### config.mk
export PLATFORM = sky130hd
export DESIGN_NAME = ofs_pipeline_chain
export DESIGN_NICKNAME = d
export VERILOG_FILES = /design/src/rtl/ofs_pipeline_chain.sv
export SDC_FILE = /design/constraint.sdc
export NUM_CORES = 1
export LEC_CHECK = 0
export ABC_AREA = 1
export CAP_MARGIN = 20
export CORE_MARGIN = 5
export CORE_UTILIZATION = 47
export CTS_CLUSTER_DIAMETER = 120
export DETAILED_ROUTE_END_ITERATION = 10
export HOLD_SLACK_MARGIN = 0.05
export PLACE_DENSITY = 0.76
export SETUP_SLACK_MARGIN = 0.02
export SYNTH_ARGS = -nofsm -noshare
export SYNTH_HDL_FRONTEND = slang
export SYNTH_SLANG_ARGS = --single-unit
### constraint.sdc
create_clock -name clk -period 1.9 [get_ports clk]
set_clock_uncertainty 0.05 [all_clocks]
set_input_delay 0.475 -clock clk [delete_from_list [all_inputs] [get_ports clk]]
set_output_delay 0.475 -clock clk [all_outputs]
set_load 0.01 [all_outputs]
### src/rtl/ofs_pipeline_chain.sv
// ---------------------------------------------------------------------------
// ofs_pipeline_chain
//
// Chain of DEPTH full-throughput valid/ready register stages for AXI-style
// channels on the memory AXI bridge path. Each stage is a 2-entry skid buffer
// (main + skid), so the chain moves one beat per cycle with no bubbles. Every
// output, s_ready included, comes straight from a flop.
//
// Handshake: a beat moves across an interface on a rising clk edge where valid
// and ready are both high. A valid beat holds its payload until it is taken.
// Ready never depends combinationally on valid (except DEPTH=0 bypass, where
// the chain is a wire).
//
// Parameters
//   WIDTH  payload width in bits (>=1)
//   DEPTH  number of stages; 0 = combinational bypass (flush/occupancy inert)
//   OCC_W  occupancy width, derived (min 1)
//
// Ports
//   clk        clock
//   rst        synchronous reset, active-high
//   flush      synchronous discard of every held entry (wins over any fire)
//   s_valid    upstream valid
//   s_ready    upstream ready (registered; 0 during rst)
//   s_data     upstream payload
//   m_valid    downstream valid (registered)
//   m_ready    downstream ready
//   m_data     downstream payload (registered)
//   occupancy  entries held across all stages, 0..2*DEPTH (registered)
//
// Optional feature, macro OFS_PIPELINE_CHAIN_STATS_EN:
//   stat_xfer  32-bit saturating count of m_valid & m_ready
//   stat_stall 32-bit saturating count of s_valid & ~s_ready
//   Both clear on rst only (flush leaves them alone).
//
// Per-stage state is kept in g_chain.state_q[] (enum whose encoding is
// {main_v, skid_v}) so checkers can bind to it hierarchically.
// ---------------------------------------------------------------------------
module ofs_pipeline_chain #(
  parameter int WIDTH = 8,
  parameter int DEPTH = 2,
  localparam int OCC_W = (DEPTH == 0) ? 1 : $clog2(2 * DEPTH + 1)
) (
  input  logic             clk,
  input  logic             rst,
  input  logic             flush,
  input  logic             s_valid,
  output logic             s_ready,
  input  logic [WIDTH-1:0] s_data,
  output logic             m_valid,
  input  logic             m_ready,
  output logic [WIDTH-1:0] m_data,
  output logic [OCC_W-1:0] occupancy
`ifdef OFS_PIPELINE_CHAIN_STATS_EN
  ,
  output logic [31:0]      stat_xfer,
  output logic [31:0]      stat_stall
`endif
);

  // Encoding is {main_v, skid_v}; skid valid with main empty is unreachable.
  typedef enum logic [1:0] {
    ST_EMPTY = 2'b00,
    ST_ONE   = 2'b10,
    ST_FULL  = 2'b11
  } stage_state_e;

  if (DEPTH == 0) begin : g_bypass
    logic unused_bypass;

    assign s_ready   = m_ready;
    assign m_valid   = s_valid;
    assign m_data    = s_data;
    assign occupancy = '0;
    // No state to clear in bypass mode.
    assign unused_bypass = ^{clk, rst, flush};
  end else begin : g_chain
    stage_state_e     state_q    [DEPTH];
    stage_state_e     state_d    [DEPTH];
    logic [WIDTH-1:0] main_q     [DEPTH];
    logic [WIDTH-1:0] main_d     [DEPTH];
    logic [WIDTH-1:0] skid_q     [DEPTH];
    logic [WIDTH-1:0] skid_d     [DEPTH];
    logic             in_ready_q [DEPTH];
    logic             in_ready_d [DEPTH];
    logic             stg_in_valid  [DEPTH];
    logic [WIDTH-1:0] stg_in_data   [DEPTH];
    logic             stg_out_ready [DEPTH];
    logic [OCC_W-1:0] occ_q;
    logic [OCC_W-1:0] occ_d;

    // Stage interconnect. Stage k is fed by stage k-1's main register and is
    // drained by stage k+1's registered ready, so there is no combinational
    // path running along the chain.
    always_comb begin
      stg_in_valid[0]        = s_valid;
      stg_in_data[0]         = s_data;
      stg_out_ready[DEPTH-1] = m_ready;
      for (int k = 1; k < DEPTH; k++) begin
        stg_in_valid[k]    = (state_q[k-1] != ST_EMPTY);
        stg_in_data[k]     = main_q[k-1];
        stg_out_ready[k-1] = in_ready_q[k];
      end
    end

    // Per-stage next state, payload moves, and the occupancy sum.
    always_comb begin
      logic in_fire;
      logic out_fire;
      occ_d = '0;
      for (int k = 0; k < DEPTH; k++) begin
        state_d[k] = state_q[k];
        main_d[k]  = main_q[k];
        skid_d[k]  = skid_q[k];
        in_fire    = stg_in_valid[k] & in_ready_q[k];
        out_fire   = (state_q[k] != ST_EMPTY) & stg_out_ready[k];

        case (state_q[k])
          ST_EMPTY: begin
            if (in_fire) begin
              state_d[k] = ST_ONE;
              main_d[k]  = stg_in_data[k];
            end
          end
          ST_ONE: begin
            if (in_fire && !out_fire) begin
              state_d[k] = ST_FULL;
              skid_d[k]  = stg_in_data[k];
            end else if (in_fire && out_fire) begin
              main_d[k]  = stg_in_data[k];
            end else if (out_fire) begin
              state_d[k] = ST_EMPTY;
            end
          end
          ST_FULL: begin
            // in_ready is low here, so only the drain side can move.
            if (out_fire) begin
              state_d[k] = ST_ONE;
              main_d[k]  = skid_q[k];
            end
          end
          default: state_d[k] = ST_EMPTY;
        endcase

        // Flush drops everything, including a beat firing this same cycle.
        if (flush) begin
          state_d[k] = ST_EMPTY;
        end

        in_ready_d[k] = (state_d[k] != ST_FULL);
        occ_d = occ_d + OCC_W'(state_d[k] != ST_EMPTY)
                      + OCC_W'(state_d[k] == ST_FULL);
      end
    end

    // Control state: valid bits, registered ready, occupancy.
    always_ff @(posedge clk) begin
      if (rst) begin
        for (int k = 0; k < DEPTH; k++) begin
          state_q[k]    <= ST_EMPTY;
          in_ready_q[k] <= 1'b0;
        end
        occ_q <= '0;
      end else begin
        for (int k = 0; k < DEPTH; k++) begin
          state_q[k]    <= state_d[k];
          in_ready_q[k] <= in_ready_d[k];
        end
        occ_q <= occ_d;
      end
    end

    // Payload registers carry no reset; they are only observed under valid.
    always_ff @(posedge clk) begin
      for (int k = 0; k < DEPTH; k++) begin
        main_q[k] <= main_d[k];
        skid_q[k] <= skid_d[k];
      end
    end

    assign s_ready   = in_ready_q[0];
    assign m_valid   = (state_q[DEPTH-1] != ST_EMPTY);
    assign m_data    = main_q[DEPTH-1];
    assign occupancy = occ_q;
  end

`ifdef OFS_PIPELINE_CHAIN_STATS_EN
  logic [31:0] stat_xfer_q;
  logic [31:0] stat_stall_q;

  always_ff @(posedge clk) begin
    if (rst) begin
      stat_xfer_q  <= '0;
      stat_stall_q <= '0;
    end else begin
      if (m_valid && m_ready && (stat_xfer_q != 32'hFFFF_FFFF)) begin
        stat_xfer_q <= stat_xfer_q + 32'd1;
      end
      if (s_valid && !s_ready && (stat_stall_q != 32'hFFFF_FFFF)) begin
        stat_stall_q <= stat_stall_q + 32'd1;
      end
    end
  end

  assign stat_xfer  = stat_xfer_q;
  assign stat_stall = stat_stall_q;
`endif

endmodule

Word-level counts from Yosys, hierarchy flattened
Memories as Yosys holds them, arrays and structs flattened.
Cells that the tools add are included.
- memories: 4
- output and inout bits: 13
- word-level logic and storage cells: 70
- flip-flop bits (word level): 3
- RAM bits: 38
- memory list (name ; depth ; width ; read ports ; clocked after memory_dff ; wr ports ; line ; text):
    g_chain.main_q ; 2 ; 8 ; 2 ; 0 ; 2 ; 80 ; logic [WIDTH-1:0] main_q [DEPTH];
    g_chain.skid_q ; 2 ; 8 ; 2 ; 0 ; 2 ; 82 ; logic [WIDTH-1:0] skid_q [DEPTH];
    g_chain.state_q ; 2 ; 2 ; 2 ; 0 ; 2 ; 78 ; stage_state_e state_q [DEPTH];
    g_chain.in_ready_q ; 2 ; 1 ; 2 ; 0 ; 2 ; 84 ; logic in_ready_q [DEPTH];
- mux-type cells: 35
- bitwise gates (word level): 7
- eq/ne operators: 8
- reductions and logical operators: 12
- add/sub/neg operators: 3
- operator list (cell ; number):
    $mux 8 ; 12
    $pmux 8 s3 ; 2
    $mux 2 ; 14
    $eq 2x2->1 const B ; 6
    $pmux 2 s3 ; 2
    $reduce_bool 2->1 ; 4
    $mux 1 ; 5
    $logic_and 1x1->1 ; 4
    $logic_not 2->1 ; 2
    $ne 2x2->1 const B ; 2
    $or 1x1->1 ; 4
    $add 2x1->3 ; 1
    $add 3x1->3 ; 1
    $and 1x1->1 ; 3
    $add 1x1->2 ; 1
    $logic_not 1->1 ; 2

Logic depth before layout (Yosys ltp)
- depth after elaboration: 11
- depth in mapped cells: 11

Least setup slack after synthesis
No wires, ideal clock.
- path type: in2reg
- from: input m_ready
- to: register g_chain.occ_q[1], in the netlist occupancy[1]
- arrival: 1.868 ns
- data required time: 1.721 ns
- stages on the path: 9
- library setup time: 0.129 ns
- path slack: -0.147 ns
- path through: or2_4 > nor2_4 > nand2_2 > inv_2 > fa_1 > ha_1 > ha_1 > inv_1 > nor2_1
- word-level cells in the longest chain between the ends: 9
- elaborated cells between the ends (all ways): 14
- ends and longest elaborated chain (item ; line ; text):
    start, declared ; 51 ; input logic m_ready,
    $and 1x1->1 * ; 116 ; out_fire = (state_q[k] != ST_EMPTY) & stg_out_ready[k];
    $mux 2 (tied with other cells) ; 131 ; end else if (out_fire) begin
    $mux 2 / $logic_and 1x1->1 (equally long branches) ; 129, 126 ;
    $mux 2 ; 126 ; if (in_fire && !out_fire) begin
    $pmux 2 s3 * ; 118 ; case (state_q[k])
    $mux 2 * ; 146 ; if (flush) begin
    $reduce_bool 2->1 ; 151 ; occ_d = occ_d + OCC_W'(state_d[k] != ST_EMPTY)
    $add 2x1->3 ; 151 ;
    $add 3x1->3 * ; 152 ; + OCC_W'(state_d[k] == ST_FULL);
    named net g_chain.occ_d[1] ; 90 ; logic [OCC_W-1:0] occ_d;
    end signal, assigned ; 163 ; occ_q <= '0;
    end signal, assigned ; 169 ; occ_q <= occ_d;
    end, declared ; 89 ; logic [OCC_W-1:0] occ_q;
Mark *: on every way through the listed nets, which the timed path passes. The rest lies on a longest branch.
A chain may end at the register's enable or synchronous reset.

==> metrics.sh <==
CRITPATHLAUNCHTYPE='register'
MOST_FREQUENT_CELL_ON_CRITICAL_PATH='sky130_fd_sc_hd__nand2_2'
SYNTH-SEQ-CELLS=41
CORE_REGION_AREA_SQ_UM=3363
CLOCK_LATENCY_NS=0.35
TOP_FAMILY_BY_DELAY_ON_CRITICAL_PATH='adder cells'
DRIVE_GT1_SHARE_PCT=43.04
VIA_PER_INST=4.613
HOLD_VIOL=0
VIOLATIONS='setup timing'
WL_PER_CELL_MICRONS=12.48
NUMCLOCKSINKS=41
SHARE_OF_YOSYS_CELL_AREA_CLAIMED_BY_THE_TOP_AREA_CELL_TYPE_PCT=58.23
TIMING.CRITICAL_PATH.DEPTH=10
HOLDCRITPATHCLASS='register to register'
SYNTH_WARNINGS=0
CTS_INSERTED_BUFFERS=5
GRT_MAX_DEGREE=14
FINAL_NETS=174
DESIGN.DIE.AREA_SQ_UM=4796
DIODES=0
FINALCOREUTILIZATION_PCT=64.36
CTS_HOLD_REPAIR.BUFFERS=0
CP_SLOWEST_STAGE_DELAY_NS=0.53
CLOCK_TRANSITION_AT_THE_REGISTERS_OF_THE_REPORTED_PATHS_NS=0.11
WORSTSETUPENDPOINTTYPE='register'
VDD_IR_MAX_V=0.0005434
REQUIRED_NS=2.08
DIE_H_MICRONS=69.26
MAXCLOCKFREQUENCY_MHz=516.9
CP_DATA_ARRIVAL_TIME_NS=2.12
TRANSITION_TIME_AT_THE_PIN_WITH_THE_LEAST_SLEW_MARGIN_NS=0.3535
PLACE.GP.CONGESTION=0.7830
FIRST_GLOBAL_VIAS=1030
REGTOREGSETUPSLACK_NS=-0.03
SYNTH-SEQ-AREA-SHARE_PCT=69.14
SYN_INST=113
CTS_TREE='built'
BOUNDARYPINS=26
SYNTH_EDF_COUNT=32
SYNTHMOSTINSTANTIATEDCELL='sky130_fd_sc_hd__edfxtp_1'
CRIT_FANOUT=4
TOTALNEGATIVESETUPSLACK_NS=-0.03443
DPL.HPWL_MICRONS=1887
PORT_BUFFERS=25
FIRSTDRTPASSITERS=4
SLEW_VIOLATIONS=0
CELL_TAKING_THE_MOST_AREA_AFTER_SYNTHESIS='sky130_fd_sc_hd__edfxtp_1'
POWER.DENSITY_CELL_AREA_nW_PER_UM2=752.6
WORST_FLOP_TO_FLOP_PATH_STARTPOINT='g_chain.state_q[0][0]$_SDFF_PP0_'
CELL_TYPES_WITH_THE_LARGEST_AREA_SHARE_AFTER_SYNTHESIS='sky130_fd_sc_hd__edfxtp_1 (58%), sky130_fd_sc_hd__dfxtp_1 (11%), sky130_fd_sc_hd__mux2_2 (11%)'
INITIAL_CORE_UTIL_PCT=49.07
WORSTPATHBUFFERINVERTERCOUNT=2
POST-ROUTE-WORST-SETUP-SLACK_NS=-0.03443
CTS-ROOT-BUF='sky130_fd_sc_hd__clkbuf_4'
FIN_CRIT_SH_PCT=101.8
DISTINCT_CELL_TYPE_COUNT_AFTER_SYNTHESIS=21
TIMING.REG2REG.WORST_PATH_DEPTH=10
RUN_STATUS='finished with violations'
REG2REG_TO='occupancy[1]$_SDFF_PP0_'
SYNTH_AREA_PER_CELL_SQ_UM=14.60
GRT_SETUP_UNREPAIRED='yes'
SYNTH-ASYNC-RESET-RATIO_PCT=0
WORSTPATHCELLLIST='inv_2, nand3_2, nand2_2, nand2_2, nand2_2, fa_1, ha_2, ha_4, inv_2, nor2_1'
SYNTH-MAIN-FF-CELL='sky130_fd_sc_hd__edfxtp_1'
ROUTE.VIAS.TOTAL=941
DIE_X_MICRONS=69.26
SYNTH_COMMONEST_CELLS='sky130_fd_sc_hd__edfxtp_1 (32), sky130_fd_sc_hd__mux2_2 (16), sky130_fd_sc_hd__nand2_1 (10)'
DRT_ITER0_DRC=12
WS_PATH_TYPE='register to register'
FLOORPLAN.ROWS=21
GR-TOTAL-OVERFLOW=0
CLOCKBUFFERDEPTH=2
GRT_ANTENNA_BEFORE_REPAIR=0
CRITPATHSLOWESTCELL='sky130_fd_sc_hd__fa_1'
H-TREE-DEPTH=2
CRITICAL_PATH.STARTPOINT='g_chain.state_q[0][0]$_SDFF_PP0_'
POSTSYNTHNETCOUNT=130
GRT_PASS1_WL_MICRONS=4491
AREA.GROWTH.SYNTH_TO_FINAL_PCT=31.16
WORST_SLEW_MARGIN_REL_PCT=76.36
TOTAL_LEAKAGE_POWER_nW=0.8431
ENDPOINT_OF_THE_MOST_CRITICAL_SETUP_PATH='occupancy[1]$_SDFF_PP0_'
DRC_ERRORS=0
FINAL_SETUP_VIOLS=1
ROUTE.ANTENNA.REMAINING_NETS=0
TIMING.MAX_CAP.VIOLATIONS=0
FINALWORSTPATHREQUIREDPERIOD_NS=1.934
DP_WORST_SETUP_SLACK_NS=-0.6408
GLOBAL_ROUTE_USAGE_OVER_ALL_LAYERS_PCT=12.17
ROUTED_WL_MICRONS=2546
SYNTH_AREA_SQ_UM=1650
worst min-delay path by stage:
stage                                           end                      startpoint  cells after the start
finish              g_chain.skid_q[0][11]$_DFFE_PP_  g_chain.main_q[0][3]$_DFFE_PP_                      0
global route        g_chain.skid_q[0][11]$_DFFE_PP_  g_chain.main_q[0][3]$_DFFE_PP_                      0
CTS                  g_chain.skid_q[0][8]$_DFFE_PP_  g_chain.main_q[0][0]$_DFFE_PP_                      0
detailed placement   g_chain.skid_q[0][8]$_DFFE_PP_  g_chain.main_q[0][0]$_DFFE_PP_                      0
global placement     g_chain.skid_q[0][8]$_DFFE_PP_  g_chain.main_q[0][0]$_DFFE_PP_                      0
floorplan           g_chain.skid_q[0][10]$_DFFE_PP_  g_chain.main_q[0][2]$_DFFE_PP_                      0
through the flow:
| stage | total power, W | cells | area, sq um | hold slack [ns] |
|---|---|---|---|---|
| 2_1_floorplan | 0.001042 | 113 | 1665 | 0.3704 |
| 3_3_place_gp | 0.001094 | 195 | 2059 | 0.3845 |
| 3_5_place_dp | 0.001098 | 195 | 2059 | 0.3864 |
| 4_1_cts | 0.001650 | 203 | 2157 | 0.4207 |
| 5_1_grt | 0.001696 | 204 | 2165 | 0.4237 |
| 6_report | 0.001629 | 204 | 2165 | 0.4209 |
cell usage in the layout, fill, tap and decap left out:
cell and count:
sky130_fd_sc_hd__a211oi_1 1, sky130_fd_sc_hd__a21boi_0 1, sky130_fd_sc_hd__a21oi_1 2, sky130_fd_sc_hd__a21oi_2 1
sky130_fd_sc_hd__buf_4 21, sky130_fd_sc_hd__bufinv_16 1, sky130_fd_sc_hd__clkbuf_1 1, sky130_fd_sc_hd__clkbuf_4 5
sky130_fd_sc_hd__clkdlybuf4s50_1 21, sky130_fd_sc_hd__clkinv_4 1, sky130_fd_sc_hd__dfxtp_1 8, sky130_fd_sc_hd__dfxtp_2 1
sky130_fd_sc_hd__dlygate4sd2_1 4, sky130_fd_sc_hd__edfxtp_1 32, sky130_fd_sc_hd__fa_1 1, sky130_fd_sc_hd__ha_1 1
sky130_fd_sc_hd__ha_2 1, sky130_fd_sc_hd__ha_4 1, sky130_fd_sc_hd__inv_1 4, sky130_fd_sc_hd__inv_2 6
sky130_fd_sc_hd__mux2_2 16, sky130_fd_sc_hd__nand2_1 6, sky130_fd_sc_hd__nand2_2 7, sky130_fd_sc_hd__nand3_1 1
sky130_fd_sc_hd__nand3_2 2, sky130_fd_sc_hd__nor2_1 6, sky130_fd_sc_hd__nor2_2 3, sky130_fd_sc_hd__nor2_4 1
sky130_fd_sc_hd__nor3_1 1, sky130_fd_sc_hd__or2_4 1
cells by family after synthesis:
family,after synthesis,synth area share [%]
compound gates,5,1.820
flops,41,69.14
mux,16,10.92
buf+inv,19,6.141
fa+ha+maj,4,3.488
simple gates,28,8.492
flip-flops by register name, summed over array words and instances (netlist names):
signal	cells
g_chain.state_q	4
g_chain.skid_q	16
g_chain.main_q	16
g_chain.in_ready_q	2
occupancy	3
report_power, final:
| group | internal, W | total [W] | leakage (nW) | switching (W) |
|---|---|---|---|---|
| logic | 0.0000553 | 0.0000929 | 0.436 | 0.0000377 |
| clock network | 0.000280 | 0.000549 | 0.0424 | 0.000269 |
| registers | 0.000980 | 0.000987 | 0.365 | 0.00000684 |
| total | 0.00132 | 0.00163 | 0.843 | 0.000314 |
routing by layer:
layer / vias to the layer above / part of all wire, % / global-route usage [%]
li1: 474 / - / -
met1: 429 / 42 / 12.83
met2: 26 / 48 / 19.17
met3: 12 / 4.6 / 5.072
met4: 0 / 5.5 / 9.328
met5: - / 0 / 0
final cells by class:
class	instances	area, sq um
flip-flops and latches	41	1142
fillers	276	1199
repair buffers	46	402.9
well taps	46	57.56
clock inverters	2	38.79
clock buffers	6	41.29
inverters	10	37.54
multi-input cells	53	444.2
what timing repair did:
item,4_1_cts,5_1_grt
buffers inserted,0,1
resized for setup,16,0
pin swaps,7,2
setup endpoints to repair,4,3
Power figures use the tool's default switching activity.
==> RTL edit 1: new RTL, same flow settings <==
Build with the macro `OFS_PIPELINE_CHAIN_STATS_EN` defined.
--- a/src/rtl/ofs_pipeline_chain.sv
+++ b/src/rtl/ofs_pipeline_chain.sv
@@ -38,2 +38,4 @@
 // ---------------------------------------------------------------------------
+`define OFS_PIPELINE_CHAIN_STATS_EN
+
 module ofs_pipeline_chain #(
Check against the original RTL (old outputs only; new: stat_stall and stat_xfer): equivalent (Yosys induction, for registers that start in step).
==> RTL edit 1 against the original RTL <==
  * Final cell count increased to 5.6 times the old value
  * Count of clock-buffer cells in the layout increased by 3
  * Worst setup slack got worse by 350 ps
  * Largest power group unchanged
  * Sequential cell count increased by 64
  * Core utilization decreased by 2.1 points
  * The run still ends with setup timing left
  * Routed wire length increased to 5.9 times the old value
  * Synthesized area increased to 3.6 times the old value
  * Clock power increased to 3.4 times the old value
  * Final area increased to 3.6 times the old value
  * Total power increased to 2.7 times the old value
==> RTL edit 1: results (changes against the original RTL) <==
stage	metric	value	unit	change
place	gpl congestion	0.913		+17%
critical_path	R2R cell count	13		+3
global_routing	largest net degree at the start of global routing	33		+19
outcome	outcome	finished with violations		
final_layout	share of cells above drive strength 1	22.1	%	-21 points
hold_path	hold-critical path endpoint	g_chain.skid_q[0][14]$_DFFE_PP_		
detailed_routing	via count	5608		+500%
logic_synthesis	most common cell in the netlist	nand2_1		
power_and_ir_drop	internal power	3.38	mW	+160%
logic_synthesis	post-synthesis mux area share	1.51	%	-9.4 points
sta	Slew @ Worst Pin	539	ps	+185 ps
critical_path	crit-path max FO	3		-1
clock_network	Reg clk slew, reported paths	80	ps	-30 ps
global_routing	met2 usage	33.7	%	+14 points
logic_synthesis	ranking of synthesized cells by area	dfxtp_1 (24%), nand2_1 (18%), edfxtp_1 (16%)		
critical_path	Largest stage delay, worst path	480	ps	-50 ps
final_layout	Fill cells	1131		+310%
sta	# setup viols final	3		+2
logic_synthesis	synth unique cells	34		+62%
outcome	failing checks	setup timing		
logic_synthesis	top post-synthesis cells by count	nand2_1 (286), nor2_1 (136), inv_1 (77)		
global_routing	met3 GRT Util	2.72	%	-2.4 points
sta	setup TNS	-974	ps	-939 ps
power_and_ir_drop	VDD IR-drop max	0.413	mV	-24%
global_routing	first-pass GRT wire length	24800	um	+450%
place	Cell Area, Placed	7330	um2	+260%
sta	Final Worst Setup Slack	-381	ps	-347 ps
critical_path	reg2reg start	g_chain.state_q[0][1]$_SDFF_PP0_		
hold_path	Hold Crit Start	g_chain.main_q[0][6]$_DFFE_PP_		
RTL edit 1: cell count changes in the layout (fill, tap and decap cells not counted), moves of 34 or more:
cell and delta:
nor2_1 +129, dfxtp_2 +44, buf_4 +34, clkdlybuf4s50_1 +45, nand2_1 +277, inv_1 +63
RTL edit 1: cell families (layout without fill, tap and decap cells):
kind of cell	Yosys count	in the layout
and+or+nand+nor	512	512
muxes	8	8
DFF	105	105
buffers and inverters	106	244
xor gates and xnor gates	29	29
adders and majority gates	10	10
AOI/OAI and AO/OA	62	62
RTL edit 1: worst reg2reg max path: cells and delay by family, from the launching register on:
kind	cells	cell delay, ps
buf+inv	4	340
simple gates	2	130
fa+ha+maj	4	1030
flops	1	330
compound gates	3	280
RTL edit 1: timing repair:
item                       CTS  global route
setup buffers                5             4
gates resized for setup     62            22
pin swaps                    4             7
setup endpoints to repair   57            54
gates cloned                 0             1
RTL edit 1: through the flow:
step / setup WS, ps / power (mW) / instances
CTS: -347 / 4.51 / 1137
detailed placement: -817 / 2.64 / 1116
floorplan: -300 / 2.54 / 832
finish: -381 / 4.47 / 1142
global placement: -788 / 2.63 / 1116
global route: -470 / 4.62 / 1142
RTL edit 1: how the worst max path moves through the flow:
stage,from,end,slack [ps]
floorplan,g_chain.state_q[0][0]$_SDFF_PP0_,occupancy[1]$_SDFF_PP0_,-300
global placement,s_valid,occupancy[1]$_SDFF_PP0_,-790
detailed placement,s_valid,occupancy[1]$_SDFF_PP0_,-820
CTS,g_chain.state_q[0][1]$_SDFF_PP0_,occupancy[1]$_SDFF_PP0_,-350
global route,g_chain.state_q[0][0]$_SDFF_PP0_,occupancy[1]$_SDFF_PP0_,-470
finish,g_chain.state_q[0][1]$_SDFF_PP0_,occupancy[1]$_SDFF_PP0_,-380
RTL edit 1: per-layer routing:
| metal | routed length, um | vias to the layer above |
|---|---|---|
| li1 | - | 2871 |
| met1 | 6870 | 2560 |
| met2 | 7190 | 144 |
| met4 | 442 | 0 |
| met5 | 0 | - |
| met3 | 623 | 33 |
RTL edit 1: final cells by class:
cell class                      count  area (um2)  area share [%]
Clock inverter                      7        72.6           0.927
Tap cell                          172         215            2.75
Clock buffer                        9         225            2.88
Timing Repair Buffer              149        1380            17.7
Sequential cell                   105        2490            31.8
Inverter                           79         302            3.85
Multi-Input combinational cell    621        3140            40.1
RTL edit 1: power groups by stage:
stage / Combinational (mW) / Clock [mW] / Sequential, mW
6_report: 0.255 / 1.88 / 2.34
5_1_grt: 0.278 / 1.99 / 2.34
4_1_cts: 0.243 / 1.92 / 2.34
3_5_place_dp: 0.238 / 0 / 2.40
3_3_place_gp: 0.232 / 0 / 2.40
2_1_floorplan: 0.136 / 0 / 2.40
==> RTL edit 2: new RTL, same flow settings <==
Made on the original files. The parameter `WIDTH` goes from 8 to 10.
--- a/src/rtl/ofs_pipeline_chain.sv
+++ b/src/rtl/ofs_pipeline_chain.sv
@@ -39,3 +39,3 @@
 module ofs_pipeline_chain #(
-  parameter int WIDTH = 8,
+  parameter int WIDTH = 10,
   parameter int DEPTH = 2,
Interface: changed (resized m_data and s_data); port bits go from 26 to 30. The function was not compared with the original's and may differ.
==> RTL edit 2 against the original RTL <==
  * Total power is 24% higher
  * Final area increased by 21%
  * Critical path type unchanged
  * The run still ends with setup timing left
  * Worst setup slack got worse by 2.3 ps
  * Synthesized area increased by 23%
  * Routed wire length is 17% higher
  * Sequential cell count is 8 higher
  * Fmax shrank 0.12%
  * Via count is 13% higher
==> RTL edit 2: results (changes against the original RTL) <==
stage	metric	value	unit	change
global_routing	met3 GRT Util	3.56	%	-1.5 points
logic_synthesis	top post-synthesis cells by count	edfxtp_1 (40), mux2_4 (16), buf_4 (10), nand2_1 (10)		
critical_path	crit-path max FO	3		-1
hold_path	hold-critical path endpoint	g_chain.skid_q[0][17]$_DFFE_PP_		
detailed_routing	post-DR vias/cell	4.64		+0.57%
place	placed wire-length estimate	2240	um	+19%
place	dpl cells	217		+11%
power_and_ir_drop	static leakage	1.06	nW	+26%
logic_synthesis	syn nets	148		+14%
clock_network	Reg clk slew, reported paths	90	ps	-20 ps
power_and_ir_drop	Sw Pwr	0.376	mW	+20%
logic_synthesis	sequential area share after synthesis	67.9	%	-1.2 points
critical_path	critical path arrival	2060	ps	-60 ps
critical_path	R2R cell count	9		-1
global_routing	met1 track demand over resource	12.5	%	-0.29 points
place	gpl congestion	0.931		+19%
sta	Final Worst Setup Slack	-36.8	ps	-2.34 ps
sta	setup TNS	-36.8	ps	-2.34 ps
sta	Slew @ Worst Pin	374	ps	+20.3 ps
final_layout	Largest regs	g_chain.main_q x20, g_chain.skid_q x20, g_chain.state_q x4		
detailed_routing	via count	1067		+13%
sta	# setup viols final	1		unchanged
final_layout	share of cells above drive strength 1	43.3	%	+0.22 points
hold_path	Hold Crit Start	g_chain.main_q[0][7]$_DFFE_PP_		
place	post-placement worst setup slack	-631	ps	+9.79 ps
logic_synthesis	number of synthesized flops with an enable pin	40		+25%
critical_path	reg2reg start	g_chain.state_q[0][1]$_SDFF_PP0_		
place	Cell Area, Placed	2450	um2	+19%
final_layout	Fill cells	303		+9.8%
outcome	failing checks	setup timing		
logic_synthesis	Gate Count Post-Synth	129		+14%
outcome	outcome	finished with violations		
final_layout	nets	196		+13%
power_and_ir_drop	VDD IR-drop max	0.550	mV	+1.3%
logic_synthesis	ranking of synthesized cells by area	edfxtp_1 (59%), mux2_4 (12%), dfxtp_1 (8.9%)		
clock_network	worst skew pair latency	290	ps	-60 ps
[RTL edit 2: cell types whose count changed in the layout (fill, tap and decap cells not counted), moves of 3 or more]
cell	change
mux2_4	+16
mux2_2	-12
edfxtp_1	+8
clkbuf_4	-5
clkbuf_8	+5
clkdlybuf4s50_1	+5
buf_4	+4
dfxtp_1	-3
dfxtp_2	+3
[RTL edit 2: kinds of logic (layout without fill, tap and decap cells)]
family,after synthesis,in the layout,share of synthesized area (%)
AOI/OAI and AO/OA,5,5,1.48
buffers and inverters,23,72,6.83
muxes,20,20,14.0
adders and majority gates,4,4,2.83
and+or+nand+nor,28,28,6.89
DFF,49,49,67.9
[RTL edit 2: layout make-up]
type                       count  area (um2)  share of cell area, %
timing repair buffer          54         475                   18.1
multi-input combinational     57         552                   21.0
clock inverter                 2        38.8                   1.48
sequential                    49        1390                   52.8
inverter                      10        37.5                   1.43
tap                           52        65.1                   2.48
clock buffer                   6        72.6                   2.76
[RTL edit 2: power by group through the flow]
| stage | combinational, mW | clock (mW) | sequential, mW |
|---|---|---|---|
| final | 0.112 | 0.722 | 1.18 |
| after global routing | 0.121 | 0.771 | 1.19 |
| after CTS | 0.111 | 0.740 | 1.19 |
| after detailed placement | 0.111 | 0 | 1.21 |
| after global placement | 0.107 | 0 | 1.21 |
| after floorplan | 0.0490 | 0 | 1.21 |
[RTL edit 2: critical path, stage by stage, from the launching register on]
cell and delay [ps]:
dfxtp_2 330, inv_1 60, nor2_2 160, nand2_2 120, a21oi_4 150, fa_1 440
ha_2 200, ha_4 230, inv_2 40, nor2_1 30
[RTL edit 2: what timing repair did]
action                     in CTS  in global routing
setup buffers                   3                  2
cloned                          0                  0
setup endpoints to repair       3                  4
gates resized for setup        13                  5
pin swaps                       8                  4
[RTL edit 2: worst max path at each step]
stage                                     start                      end  slack, ps
5_1_grt        g_chain.state_q[0][1]$_SDFF_PP0_  occupancy[1]$_SDFF_PP0_       -140
6_report       g_chain.state_q[0][1]$_SDFF_PP0_  occupancy[1]$_SDFF_PP0_        -40
2_1_floorplan                           m_ready  occupancy[1]$_SDFF_PP0_        -70
3_5_place_dp                              flush  occupancy[1]$_SDFF_PP0_       -630
3_3_place_gp                              flush  occupancy[1]$_SDFF_PP0_       -500
4_1_cts        g_chain.state_q[0][3]$_SDFF_PP0_  occupancy[1]$_SDFF_PP0_        -50
[RTL edit 2: layer usage]
metal | vias up | wire length, um
li1 | 537 | -
met1 | 502 | 1220
met2 | 23 | 1570
met3 | 5 | 128
met4 | 0 | 63
met5 | - | 0
[RTL edit 2: through the flow]
step / utilization (%) / power [mW]
6_report: 61.6 / 2.02
5_1_grt: 61.6 / 2.08
3_5_place_dp: 57.5 / 1.32
2_1_floorplan: - / 1.26
4_1_cts: 61.0 / 2.04
3_3_place_gp: 57.5 / 1.31
